File: config.mk
export PLATFORM = sky130hd
export DESIGN_NAME = dme_pulse_pair_sched
export DESIGN_NICKNAME = d
export VERILOG_FILES = /design/src/rtl/dme_pulse_pair_sched.sv
export SDC_FILE = /design/constraint.sdc
export NUM_CORES = 1
export LEC_CHECK = 0
export CAP_MARGIN = 10
export CORE_AREA = 2 2 245 247
export DETAILED_ROUTE_END_ITERATION = 16
export DIE_AREA = 0 0 247 249
export HOLD_SLACK_MARGIN = 0.15
export SLEW_MARGIN = 0
export SYNTH_ARGS = -nofsm -noshare
export SYNTH_HDL_FRONTEND = slang
export SYNTH_SLANG_ARGS = --single-unit
File: constraint.sdc
create_clock -name clk -period 9.1 [get_ports clk]
set_input_delay 0.91 -clock clk [delete_from_list [all_inputs] [get_ports clk]]
set_output_delay 0.91 -clock clk [all_outputs]
set_load 0.005 [all_outputs]
File: src/rtl/dme_pulse_pair_sched.sv
// DME interrogator pulse-pair sequencer: emits the ena window for each pulse of a pair,
// with programmable pulse length, pair spacing and an LFSR-jittered repetition interval.
module dme_pulse_pair_sched #(
  parameter int          CNT_W     = 32,
  parameter logic [15:0] LFSR_SEED = 16'hACE1
) (
  input  logic             clk,
  input  logic             reset,
  input  logic             start,
  input  logic             stop,
  input  logic [CNT_W-1:0] pulse_len,
  input  logic [CNT_W-1:0] pair_gap,
  input  logic [CNT_W-1:0] prr_base,
  input  logic [15:0]      jitter_mask,
  output logic             ena,
  output logic             pulse_idx,
  output logic             pair_start,
  output logic             busy,
  output logic             cfg_err,
  output logic [15:0]      pair_count
);

  typedef enum logic [2:0] {IDLE, P1, GAP, P2, WAIT} state_t;

  localparam logic [CNT_W-1:0] ONE = {{(CNT_W-1){1'b0}}, 1'b1};

  state_t           state, state_nxt;
  logic [CNT_W-1:0] t;
  logic [CNT_W-1:0] len_q, gap_q, prr_q, interval_q, interval_nxt;
  logic [CNT_W-1:0] sel_prr;
  logic [15:0]      mask_q, sel_mask, lfsr, lfsr_step;
  logic [CNT_W:0]   cfg_sum, jit_sum;
  logic             stop_pending, cfg_ok, accept, new_pair;
  logic             ena_nxt, idx_nxt, err_nxt;

  // Sums are formed one bit wider so oversized settings cannot wrap into a "valid" config.
  assign cfg_sum = {1'b0, pair_gap} + {1'b0, pulse_len};
  assign cfg_ok  = (pulse_len != '0) && (pair_gap > pulse_len) && ({1'b0, prr_base} > cfg_sum);
  assign accept  = (state == IDLE) && start && cfg_ok;

  assign sel_prr      = (state == IDLE) ? prr_base : prr_q;
  assign sel_mask     = (state == IDLE) ? jitter_mask : mask_q;
  assign jit_sum      = {1'b0, sel_prr} + {{(CNT_W-15){1'b0}}, lfsr & sel_mask};
  assign interval_nxt = jit_sum[CNT_W] ? '1 : jit_sum[CNT_W-1:0];

  // Galois form of x^16+x^14+x^13+x^11+1; a nonzero state never maps to zero.
  assign lfsr_step = lfsr[0] ? ({1'b0, lfsr[15:1]} ^ 16'hB400) : {1'b0, lfsr[15:1]};

  always_ff @(posedge clk) begin
    if (reset) state <= IDLE;
    else       state <= state_nxt;
  end

  always_comb begin
    state_nxt = state;
    unique case (state)
      IDLE: if (accept)                      state_nxt = P1;
      P1:   if (t == len_q - ONE)            state_nxt = GAP;
      GAP:  if (t == gap_q - ONE)            state_nxt = P2;
      P2:   if (t == gap_q + len_q - ONE)    state_nxt = WAIT;
      WAIT: if (t == interval_q - ONE)       state_nxt = (stop_pending || stop) ? IDLE : P1;
      default:                               state_nxt = IDLE;
    endcase
  end

  always_comb begin
    new_pair = (state_nxt == P1) && (state != P1);
    ena_nxt  = (state_nxt == P1) || (state_nxt == P2);
    idx_nxt  = pulse_idx;
    if (state_nxt == P1) idx_nxt = 1'b0;
    if (state_nxt == P2) idx_nxt = 1'b1;
    err_nxt  = (state == IDLE) && start && !cfg_ok;
  end

  // Registered outputs and datapath; outputs are driven from the next-state decode so they
  // line up with the state they describe.
  always_ff @(posedge clk) begin
    if (reset) begin
      ena          <= 1'b0;
      pulse_idx    <= 1'b0;
      pair_start   <= 1'b0;
      busy         <= 1'b0;
      cfg_err      <= 1'b0;
      pair_count   <= 16'd0;
      stop_pending <= 1'b0;
      lfsr         <= LFSR_SEED;
      t            <= '0;
      len_q        <= '0;
      gap_q        <= '0;
      prr_q        <= '0;
      mask_q       <= '0;
      interval_q   <= '0;
    end else begin
      ena        <= ena_nxt;
      pulse_idx  <= idx_nxt;
      pair_start <= new_pair;
      busy       <= (state_nxt != IDLE);
      cfg_err    <= err_nxt;

      if (new_pair)                t <= '0;
      else if (state_nxt != IDLE)  t <= t + ONE;

      if (accept) begin
        len_q        <= pulse_len;
        gap_q        <= pair_gap;
        prr_q        <= prr_base;
        mask_q       <= jitter_mask;
        pair_count   <= 16'd1;
        stop_pending <= stop;
      end else begin
        if (new_pair) pair_count <= pair_count + 16'd1;
        if (state_nxt == IDLE)                stop_pending <= 1'b0;
        else if (stop && (state != IDLE))     stop_pending <= 1'b1;
      end

      if (new_pair) begin
        interval_q <= interval_nxt;
        lfsr       <= lfsr_step;
      end
    end
  end

endmodule

## After elaboration in Yosys (flattened, before gate mapping)

Index checks and enable logic that the tools add are counted.

| word-level totals | value |
|---|---|
| output and inout bits | 21 |
| input port bits | 116 |
| register bits after elaboration | 217 |
| word-level logic and storage cells | 78 |

| operators by class | value |
|---|---|
| reduce and logical (&&, ||, !) cells | 20 |
| muxes and demuxes | 18 |
| bitwise gates (word level) | 2 |
| add/subtract/negate cells | 9 |
| $lt $le $gt $ge | 2 |
| equal/unequal tests | 11 |

Operator list:

| cell | number |
|---|---|
| $eq A32 B32 Y1 | 4 |
| $sub A32 B1 Y32 const B | 4 |
| $mux W32 | 2 |
| $add A32 B16 Y33 | 1 |
| $add A32 B32 Y33 | 1 |
| $gt A32 B33 Y1 | 1 |
| $add A32 B1 Y32 const B | 1 |
| $add A32 B32 Y32 | 1 |
| $gt A32 B32 Y1 | 1 |
| $mux W16 | 2 |
| $reduce_bool A32 Y1 | 1 |
| $add A16 B1 Y16 const B | 1 |
| $and A16 B16 Y16 | 1 |
| $mux W3 | 5 |
| $pmux W3 S5 | 1 |
| $eq A3 B2 Y1 const B | 3 |
| $reduce_bool A3 Y1 | 3 |
| $mux W1 | 8 |
| $logic_and A1 B1 Y1 | 7 |
| $eq A3 B1 Y1 const B | 2 |
| $logic_not A3 Y1 | 2 |
| $not A3 Y4 | 1 |
| $reduce_bool A2 Y1 | 2 |
| $reduce_or A2 Y1 | 2 |
| other kinds (4) | 5 |

## Longest topological paths before layout

Gate-level depths: netlist of run 1.

| depth | value |
|---|---|
| depth in word-level cells | 10 |
| mapped depth | 29 |
| depth with buffers taken out | 26 |

## Worst setup path before layout of run 1

No wires, ideal clock.

| timing path | value |
|---|---|
| path type | input -> register |
| start point | input pulse_len[0] |
| end point | register pair_count[11] |
| data required time | 9.029 ns |
| cell stages on the path | 27 |
| path buffers | 1 |
| path slack | 2.817 ns |
| data arrival time | 6.213 ns |
| library setup time | 0.071 ns |
| path through | ha_1 inv_1 fa_1 nor2_1 o311ai_0 a211oi_1 a2111o_1 nand2_1 o211ai_1 a21oi_1 o21bai_1 a211o_1 a211oi_1 xnor2_1 ha_1 o21a_1 o21a_1 o22ai_1 a211oi_1 nand4_1 a2111o_1 nor3_2 nor2_1 or3_1 buf_2 or4_1 a21oi_1 |

| on the way | value |
|---|---|
| cells in the longest elaborated chain, start to end | 8 |
| elaborated cells on any way between the ends | 12 |
| those cells by class | 1 x add/sub; 2 x order compare; 1 x eq/ne; 2 x mux; 6 x reduce/logical |

RTL lines:

| item | line | RTL |
|---|---|---|
| start: declaration | 11 | `input logic [CNT_W-1:0] pulse_len,` |
| $add A32 B32 Y33 (tied with other cells) | 37 | `assign cfg_sum = {1'b0, pair_gap} + {1'b0, pulse_len};` |
| $gt A32 B33 Y1 / $logic_and A1 B1 Y1 (equally long branches) | 38 | `assign cfg_ok = (pulse_len != '0) && (pair_gap > pulse_len) && ({1'b0, prr_base} > cfg_sum);` |
| $logic_and A1 B1 Y1 (*) | 38 |  |
| $logic_and A1 B1 Y1 (*) | 39 | `assign accept = (state == IDLE) && start && cfg_ok;` |
| $mux W3 | 57 | `IDLE: if (accept) state_nxt = P1;` |
| $pmux W3 S5 | 56 | `unique case (state)` |
| $eq A3 B1 Y1 | 67 | `new_pair = (state_nxt == P1) && (state != P1);` |
| $logic_and A1 B1 Y1 | 67 |  |
| end signal: assignment | 111 | `if (new_pair) pair_count <= pair_count + 16'd1;` |
| end: declaration | 20 | `output logic [15:0] pair_count` |

Mark *: on every way between the ends. The rest lies on a longest branch, timed or not.
A chain may end at the register's enable or synchronous reset.

## Final worst setup path of run 1

| timing path | value |
|---|---|
| start point | input pulse_len[7] |
| end point | register pair_count[11] |

Same word-level chain as after synthesis.

==> metrics.md, run 1 <==
| Metric | Value |
|---|---|
| Rows | `between 80 and 90` |
| Post-CTS setup buffer count | `0` |
| Post-route setup slack | `between 1.5 and 2 ns` |
| Final WL | `about 67000 um` |
| Synth Register Bits | `~220` |
| Number of diodes | `0` |
| Number of synthesized flops with an enable pin | `0` |
| Predominant post-synthesis flop cell | `dfxtp_1` |
| Max-cap violation count | `0` |
| Async S/R FF share, synth | `0%` |
| HPWL Detailed | `just over 50000 um` |
| CTS Buffer Depth | `3` |
| Worst-Skew Late Latency | `0.57 ns` |
| Routability congestion estimate | `0.9402` |
| Fin. max-slew vios | `0` |
| Synth Instances | `between 2000 and 3000` |
| Ranking of synthesized cells by area | `dfxtp_1 (22%), ha_1 (11%), nand2_1 (6.8%)` |
| Arrival @ worst endpoint | `roughly 7.9 ns` |
| Hold Path Class | `reg -> reg` |
| First-pass iteration count of the detailed router | `7` |
| Total gr overflow | `0` |
| CTS Hold Buffers Added | `0` |
| Syn nets | `~3100` |
| Peak supply drop | `between 0.0001 and 0.00015 V` |
| Least-Margin Pin Slew | `1.174 ns` |
| Post-synthesis sequential area ratio | `between 20% and 30%` |
| Library cells used by synthesis | `90` |
| Reg2Reg Setup Slack | `roughly 3.9 ns` |
| Initial DRC Count | `between 1500 and 2000` |
| Total track usage | `21.04%` |
| Area leader, netlist | `dfxtp_1` |
| Drt drc | `0` |
| Yosys top cell area share | `21.99%` |
| Slew HR | `21.28%` |
| WS Path Type | `in -> reg` |
| Via Count | `19650` |
| Drt wl/cell | `between 15 and 20 um` |
| Non-filler cells, final | `between 3000 and 4000` |
| Final worst path period share | `between 80% and 90%` |
| # IOs | `~140` |
| Htree depth | `1` |
| Setup crit end kind | `flip-flop` |
| Final Total Pwr | `roughly 3.5 mW` |
| Crit-path max FO | `42` |
| Vias in the first global route | `between 15000 and 20000` |
| Final Critical Period | `7.389 ns` |
| Setup TNS | `0 ns` |
| Die extent in y | `~250 um` |
| Final nets | `between 3000 and 4000` |
| # port buffers | `approximately 140` |
| CTS tree | `built` |
| Final setup vio count | `0` |
| Peak Freq | `about 0.14 GHz` |
| Clock Sink Count | `approximately 220` |
| Area grow syn2layout | `14.04%` |
| Cell Pwr Density | `between 150 and 200 mW/mm2` |
| WP data required | `approximately 9.6 ns` |
| Initial Util | `between 30% and 40%` |
| Slowest cell on crit path | `or4b_2` |
| Endpoints failing hold | `0` |
| Fill cells | `approximately 6200` |
| CTS Buf Count | `24` |
| Die ar. | `between 0.06 and 0.07 mm2` |
| Final antenna-violating net count | `0` |
| Unrepaired setup endpoints after global routing | `false` |
| Leakage | `between 9 and 10 nW` |
| Clock Tree Root | `clkbuf_16` |
| Post-CTS resize count | `0` |
| First-pass GRT wire length | `between 100000 and 150000 um` |
| Mean Syn Cell Area | `7.173 um2` |
| DIE WIDTH | `approximately 250 um` |
| Critical path launch point type | `primary input` |
| Antenna violations before repair | `0` |
| Outcome | `finished, final reports clean` |
| Max stage delay on crit path | `around 0.66 ns` |
| Drt via density | `roughly 5.5` |
| Ys Warns | `0` |
| Syn Std Cell Area | `approximately 0.020 mm2` |
| Placed cells | `3541` |
| Layout cells sized above 1 | `3.878%` |
| Clk pin slew, worst setup/hold paths | `0.06 ns` |
| Core box area | `0.05869 mm2` |
| Setup slack at placement | `between 1 and 1.5 ns` |
| Largest net degree at the start of global routing | `103` |
| Worst Skew | `between 0.04 and 0.05 ns` |
## critical path, delay by kind of cell
kind	cells	cell delay (ns)
buffers and inverters	3	1.05
AND/OR/NAND/NOR	12	3.28
adder cells (fa/ha/maj)	2	0.67
AO/OA/AOI/OAI	10	1.91
## cells in the final DEF, fill, tap and decap left out, types with 19 or more instances in the layout
cell	count
nand2_1	358
a21boi_0	19
a211oi_1	32
o21bai_1	22
a21oi_1	256
nand4_1	59
xor2_1	81
dfxtp_1	217
clkbuf_16	24
and3_1	29
a21o_1	30
nor3_1	66
nor2_1	271
nand3_1	62
mux2i_1	44
or3_1	46
o21ai_0	111
ha_1	178
nand2b_1	28
inv_1	204
xnor2_1	136
buf_4	28
a311oi_1	19
or4_1	22
nor4_1	56
clkdlybuf4s50_1	135
## state kept, by name, indices dropped and copies added, names as in the netlist
register,cells
cfg_err,1
pair_start,1
stop_pending,1
len_q,32
pair_count,16
interval_q,32
state,3
mask_q,16
gap_q,32
t,32
prr_q,32
ena,1
busy,1
lfsr,16
pulse_idx,1
## final cells by class
class	instances	area (um2)	area share [%]
Timing Repair Buffer	164	1582	7.020
Inverter	204	765.7	3.399
Multi-Input combinational cell	2183	14090	62.56
Clock buffer	32	660.6	2.933
Sequential cell	217	4344	19.28
Tap cell	773	967.2	4.293
Clock inverter	11	115.1	0.5110
## cells in the mapped netlist, types with 22 or more instances
library cell,number
xnor2_1,136
nand2_1,358
nor3_1,68
inv_1,204
and3_1,29
a211oi_1,32
a21oi_1,256
nand2b_1,28
mux2i_1,44
nand3_1,63
nand4_1,59
clkbuf_1,127
ha_1,178
xor2_1,81
dfxtp_1,217
or3_1,46
or4_1,22
nor2_1,272
o21bai_1,22
nor4_1,56
a21o_1,30
o21ai_0,111
## per-stage QoR
stage,hold slack [ns],util (%),instance area (um2)
2_1_floorplan,0.4357,-,19750
3_3_place_gp,0.4409,37.07,21750
3_5_place_dp,0.4458,37.07,21750
4_1_cts,0.4543,38.39,22530
5_1_grt,0.4708,38.39,22530
6_report,0.4547,38.39,22530
## cell families after synthesis
group,Yosys count,share of synthesized area [%]
fa+ha+maj,181,11.58
simple gates,1093,26.79
compound gates,646,20.76
xor+xnor,217,9.621
mux,46,2.401
buf+inv,354,6.860
flops,217,21.99
## per-layer routing
metal	global-route usage [%]	up-vias	routed length (um)
li1	-	9771	-
met1	30.37	9127	31410
met3	2.025	83	4215
met4	6.162	0	1932
met5	0	-	0
met2	32.89	666	29000
## power by group
part | switching, mW | internal [mW] | total (mW) | leakage [nW]
combinational | 0.868 | 0.618 | 1.49 | 6.94
clock | 0.424 | 0.544 | 0.968 | 0.381
sequential | 0.0471 | 0.983 | 1.03 | 1.75
total | 1.34 | 2.15 | 3.48 | 9.07
## path summary, 6_finish.rpt
kind	start	end	cells after the start
hold reg to reg	prr_q[24]	prr_q[24]	2
setup / recovery	pulse_len[7]	pair_count[11]	27
setup reg to reg	interval_q[13]	interval_q[29]	11
hold / removal	prr_q[24]	prr_q[24]	2
No activity file was read; power rests on OpenSTA's default activity.
==> inputs of run 2 (changes only) <==
- clock period: 9.1 -> 7.5 ns (I/O delays scaled with it)
==> run 2 against run 1 <==
  * Worst hold slack hardly changed
  * Combinational power is 23% higher
  * Sequential power is 21% higher
  * Die area stayed put
  * Total power is 21% higher
  * Global-route usage hardly changed
  * Setup slack worse by 0.92 ns
  * Flip-flop and latch count stayed put
  * Critical path depth stayed put
  * Clock power is 20% higher
  * Utilization hardly changed
==> metrics.md, run 2 (synthesized netlist as in run 1, its figures left out) <==
| Metric | Value |
|---|---|
| Fill cells | `roughly 6200` |
| Most frequent cells in the layout | `nand2_1 (358), nor2_1 (271), a21oi_1 (256)` |
| Drt drc | `0` |
| Setup TNS | `0 ns` |
| Arrival @ worst endpoint | `7.19 ns` |
| Final Total Pwr | `between 4 and 5 mW` |
| DIE WIDTH | `between 200 and 250 um` |
| Via Count | `between 15000 and 20000` |
| Setup crit end kind | `flip-flop` |
| Logic pwr share | `43.2%` |
| Switching Fraction | `approximately 39%` |
| Antenna violations before repair | `0` |
| WS Path Type | `in -> reg` |
| Post-layout util | `between 30% and 40%` |
| Layout cells sized above 1 | `3.947%` |
| Final Critical Period | `roughly 6.7 ns` |
| Crit Reg-Reg Startpoint | `state[1]` |
| Clk pin slew, worst setup/hold paths | `roughly 0.060 ns` |
| Worst-Skew Late Latency | `0.56 ns` |
| Htree depth | `1` |
| Endpoints failing hold | `0` |
| Reg2Reg Setup Slack | `2.13 ns` |
| CTS tree | `built` |
| WP data required | `7.99 ns` |
| Drt via density | `~5.5` |
| Clock Tree Root | `clkbuf_16` |
| Unrepaired setup endpoints after global routing | `false` |
| Worst hold stages | `2` |
| Initial DRC Count | `1643` |
| Most common cell after layout, fill and taps aside | `nand2_1` |
| Final worst path period share | `roughly nine tenths` |
| CTS Buffer Depth | `3` |
| Final setup vio count | `0` |
| Largest net degree at the start of global routing | `roughly 140` |
| First-pass iteration count of the detailed router | `5` |
| Area grow syn2layout | `14.16%` |
| Vias in the first global route | `~18000` |
| Routability congestion estimate | `0.9779` |
| Slew HR | `22.07%` |
| Peak supply drop | `roughly 0.00017 V` |
| Multi-input gate area | `around 0.014 mm2` |
| Total track usage | `a little over a fifth` |
| Hold Path Origin | `prr_q[17]` |
| Hold EP | `prr_q[17]` |
| Cell Pwr Density | `approximately 190 mW/mm2` |
| Clock power share | `27.3%` |
| Clock Sink Count | `around 220` |
| Leakage | `roughly 9 nW` |
| Least-Margin Pin Slew | `1.166 ns` |
| Switching power | `~1.6 mW` |
| Worst Skew | `between 0.03 and 0.04 ns` |
| Final nets | `roughly 3100` |
| # IOs | `137` |
| HPWL Detailed | `between 50000 and 60000 um` |
| First-pass GRT wire length | `approximately 100000 um` |
| Die ar. | `~0.062 mm2` |
| Reg2reg path depth | `15` |
| Rows | `89` |
| Post-CTS setup buffer count | `0` |
| CTS Hold Buffers Added | `0` |
| Initial Util | `33.66%` |
| Die extent in y | `249 um` |
| P_int | `2.594 mW` |
| CTS Buf Count | `23` |
| Max-cap violation count | `0` |
| Drt wl/cell | `about 19 um` |
| Final antenna-violating net count | `0` |
| # port buffers | `around 140` |
| Placed cells | `between 3000 and 4000` |
| Outcome | `finished, final reports clean` |
| Peak Freq | `0.1492 GHz` |
| Core box area | `a little under 0.06 mm2` |
| Non-filler cells, final | `3585` |
| Hold Path Class | `reg -> reg` |
| Final WL | `about 67000 um` |
| Number of diodes | `0` |
| Seq pwr share | `29.5%` |
| Reg area | `0.004344 mm2` |
| Post-CTS resize count | `0` |
| Critical path launch point type | `primary input` |
| Total gr overflow | `0` |
| Reg2Reg Capture Point | `interval_q[19]` |
| Crit-path max FO | `20` |
| Fin. max-slew vios | `0` |
[run 2: cell count changes in the layout (fill, tap and decap cells not counted), sizes merged]
cell | before | now
clkbuf | 32 | 31
inv | 205 | 206
clkinv | 8 | 4
buf | 29 | 33
clkinvlp | 1 | 2
[run 2: layer usage]
layer / track usage, % / vias to the layer above / routed length [um]
met3: 2.349 / 113 / 4089
li1: - / 9773 / -
met5: 0 / - / 0
met2: 32.20 / 654 / 28840
met1: 30.40 / 9090 / 31610
met4: 7.315 / 0 / 2522
[run 2: worst max path at each step]
stage / cells after the start / start / slack [ns] / end
after floorplan: 27 / pulse_len[0] / 1.38 / pair_count[11]
after global placement: 27 / pulse_len[2] / 0.23 / t[28]
after detailed placement: 27 / pulse_len[2] / 0.21 / t[28]
after CTS: 27 / pulse_len[2] / 0.80 / t[28]
after global routing: 28 / pair_gap[0] / 0.37 / t[28]
final: 27 / pulse_len[2] / 0.80 / t[28]
[run 2: cell type report]
cell class / count / share of cell area (%)
Tap cell: 773 / 4.289
Timing Repair Buffer: 168 / 7.257
Clock buffer: 31 / 2.863
Sequential cell: 217 / 19.26
Multi-Input combinational cell: 2183 / 62.50
Clock inverter: 9 / 0.4272
Inverter: 204 / 3.396
[run 2: critical path, stage by stage]
cell	delay, ns
clkdlybuf4s50_1	0.55
inv_1	0.07
ha_1	0.36
nor2_1	0.07
o311ai_0	0.36
a211oi_1	0.20
a2111o_1	0.48
nand2_1	0.11
o211ai_1	0.14
a21oi_1	0.17
o21bai_1	0.13
a211o_1	0.31
a211oi_1	0.30
xnor2_1	0.10
ha_1	0.31
o21a_1	0.12
o21a_1	0.10
o22ai_1	0.07
a211oi_1	0.22
nand4_1	0.11
a2111o_1	0.51
nor3_4	0.35
or2_2	0.29
o311ai_2	0.12
buf_4	0.24
or4_1	0.51
a21oi_1	0.14
[run 2: power by group through the flow]
stage | sequential (mW) | combinational [mW] | clock (mW)
floorplan | 1.25 | 1.34 | 0
global placement | 1.27 | 1.79 | 0
detailed placement | 1.27 | 1.79 | 0
CTS | 1.25 | 1.80 | 1.18
global route | 1.25 | 2.02 | 1.22
finish | 1.25 | 1.83 | 1.16
[run 2: per-stage QoR]
stage               hold slack [ns]  setup WS, ns  area (um2)
CTS                          0.4548        0.7986       22550
global route                 0.4717        0.3654       22550
floorplan                    0.4357         1.377       19750
detailed placement           0.4463        0.2066       21810
finish                       0.4544        0.7963       22550
global placement             0.4415        0.2287       21810
==> inputs of run 3 (changes only) <==
- GPL_ROUTABILITY_DRIVEN: default -> 0
==> run 3 against run 2 <==
  * Utilization about the same
  * Setup slack worse by 0.058 ns
  * Sequential share of layout area about the same
  * Critical path depth unchanged
  * First-iteration DRC count is 9.0% lower
  * Via count increased by 0.24%
  * Non-clock buffer count fell by 1
  * Combinational power is essentially flat
  * Register-to-register slack better by 0.21 ns
  * Worst hold slack hardly changed
  * Design area hardly changed
  * Clock power barely moved
  * Largest cell class unchanged
==> metrics.md, run 3 (synthesized netlist as in run 1, its figures left out) <==
| Metric | Value |
|---|---|
| Final Total Pwr | `4.216 mW` |
| First-pass iteration count of the detailed router | `5` |
| Endpoints failing hold | `0` |
| CP endpoint | `t[28]` |
| Crit Reg-Reg Startpoint | `gap_q[1]` |
| Initial DRC Count | `~1500` |
| Arrival @ worst endpoint | `roughly 7.3 ns` |
| CTS Buf Count | `24` |
| Final worst path period share | `~90%` |
| Largest net degree at the start of global routing | `between 100 and 150` |
| Cell Pwr Density | `~190 mW/mm2` |
| Unrepaired setup endpoints after global routing | `false` |
| Initial Util | `about a third` |
| P_int | `approximately 2.6 mW` |
| Max-cap violation count | `0` |
| Die extent in y | `about 250 um` |
| Critical path launch point type | `primary input` |
| WS Path Type | `in -> reg` |
| Clock power share | `~27%` |
| Reg2Reg Capture Point | `pulse_idx` |
| Reg2Reg Setup Slack | `about 2.3 ns` |
| Critical Path Start | `pulse_len[2]` |
| Final antenna-violating net count | `0` |
| Switching power | `between 1.5 and 2 mW` |
| CTS Buffer Depth | `3` |
| Slew HR | `a little over a quarter` |
| Total gr overflow | `0` |
| Rows | `89` |
| Htree depth | `1` |
| # port buffers | `approximately 140` |
| Drt drc | `0` |
| Fin. max-slew vios | `0` |
| Number of diodes | `0` |
| Leakage | `9.072 nW` |
| Worst Skew | `between 0.04 and 0.05 ns` |
| Clk pin slew, worst setup/hold paths | `around 0.070 ns` |
| Clock Sink Count | `about 220` |
| DIE WIDTH | `roughly 250 um` |
| Most common cell after layout, fill and taps aside | `nand2_1` |
| HPWL Detailed | `a little over 50000 um` |
| Peak Freq | `between 0.1 and 0.15 GHz` |
| Peak supply drop | `approximately 0.00018 V` |
| First-pass GRT wire length | `a little over 100000 um` |
| Setup crit end kind | `flip-flop` |
| WP data required | `approximately 8 ns` |
| Antenna violations before repair | `0` |
| Outcome | `finished, final reports clean` |
| Core box area | `just under 0.06 mm2` |
| Layout cells sized above 1 | `between 4 and 5%` |
| Drt via density | `between 5 and 6` |
| Seq pwr share | `29.6%` |
| Area grow syn2layout | `14.13%` |
| Crit-path max FO | `20` |
| # IOs | `between 100 and 150` |
| Via Count | `slightly below 20000` |
| Fill cells | `between 6000 and 7000` |
| Final Critical Period | `6.761 ns` |
| Most frequent cells in the layout | `nand2_1 (358), nor2_1 (271), a21oi_1 (256)` |
| Multi-input gate area | `0.01409 mm2` |
| Reg area | `0.004344 mm2` |
| Final nets | `slightly above 3000` |
| Final setup vio count | `0` |
| Switching Fraction | `roughly 39%` |
| Met1 Track Usage GR | `a little under a third` |
| Setup TNS | `0 ns` |
| Worst-Skew Late Latency | `~0.56 ns` |
| Logic pwr share | `43.1%` |
| CTS Hold Buffers Added | `0` |
| Least-Margin Pin Slew | `1.069 ns` |
| GR peak layer | `met2` |
| Clock Tree Root | `clkbuf_16` |
| CTS tree | `built` |
| Drt wl/cell | `about 19 um` |
| Hold Path Class | `reg -> reg` |
| GR Util met3 | `2.058%` |
| Final WL | `around 67000 um` |
| Vias in the first global route | `approximately 18000` |
| Die ar. | `0.06150 mm2` |
| Post-CTS setup buffer count | `0` |
| Post-CTS resize count | `0` |
| Reg2reg path depth | `17` |
| Met2 Use GR | `about a third` |
| Total track usage | `around a fifth` |
[run 3: changes by cell type in the layout (fill, tap and decap cells not counted), sizes merged]
cell / before / now
clkinv: 4 / 9
inv: 206 / 205
bufinv: 1 / 0
buf: 33 / 32
[run 3: layout make-up]
type,count,area share [%]
multi-input cells,2183,62.52
flip-flops and latches,217,19.27
repair buffers,167,7.170
well taps,773,4.290
inverters,204,3.396
clock buffers,31,2.914
clock inverters,12,0.4440
[run 3: how the worst min path moves through the flow]
stage	from	to	slack, ns	cells after the start
after floorplan	prr_q[16]	prr_q[16]	0.44	2
after global placement	prr_q[17]	prr_q[17]	0.44	2
after detailed placement	prr_q[17]	prr_q[17]	0.45	2
after CTS	prr_q[24]	prr_q[24]	0.45	2
after global routing	prr_q[24]	prr_q[24]	0.47	2
final	prr_q[8]	prr_q[8]	0.45	2
[run 3: per-layer routing]
| layer | routed length, um | vias up | part of all wire (%) |
|---|---|---|---|
| met5 | 0 | - | 0 |
| met4 | 3245 | 0 | 4.9 |
| met3 | 4524 | 124 | 6.8 |
| met2 | 28090 | 734 | 42 |
| met1 | 30990 | 9044 | 46 |
| li1 | - | 9775 | - |
[run 3: critical path, cell delays in order]
cell and delay [ns]:
clkdlybuf4s50_1 0.54, inv_1 0.06, ha_1 0.36, nor2_1 0.08
o311ai_0 0.39, a211oi_1 0.18, a2111o_1 0.48, nand2_1 0.10
o211ai_1 0.13, a21oi_1 0.18, o21bai_1 0.12, a211o_1 0.31
a211oi_1 0.29, xnor2_1 0.11, ha_1 0.32, o21a_1 0.13
o21a_1 0.10, o22ai_1 0.07, a211oi_1 0.23, nand4_1 0.12
a2111o_1 0.52, nor3_4 0.34, or2_2 0.29, o311ai_2 0.12
buf_4 0.24, or4_1 0.52, a21oi_1 0.15
[run 3: metrics by stage]
stage | cell area [um2] | hold slack [ns] | utilization, % | cells | worst slack, ns
6_report | 22550 | 0.4546 | 38.42 | 3587 | 0.7387
5_1_grt | 22550 | 0.4687 | 38.42 | 3587 | 0.3815
4_1_cts | 22550 | 0.4549 | 38.42 | 3587 | 0.7310
3_5_place_dp | 21790 | 0.4464 | 37.13 | 3544 | 0.1820
3_3_place_gp | 21790 | 0.4420 | 37.13 | 3544 | 0.2543
2_1_floorplan | 19750 | 0.4357 | - | 2754 | 1.377
[run 3: power by group through the flow]
stage	clock (mW)	sequential (mW)	combinational [mW]
global route	1.22	1.25	2.01
floorplan	0	1.25	1.34
detailed placement	0	1.27	1.78
finish	1.15	1.25	1.82
global placement	0	1.27	1.79
CTS	1.17	1.25	1.79
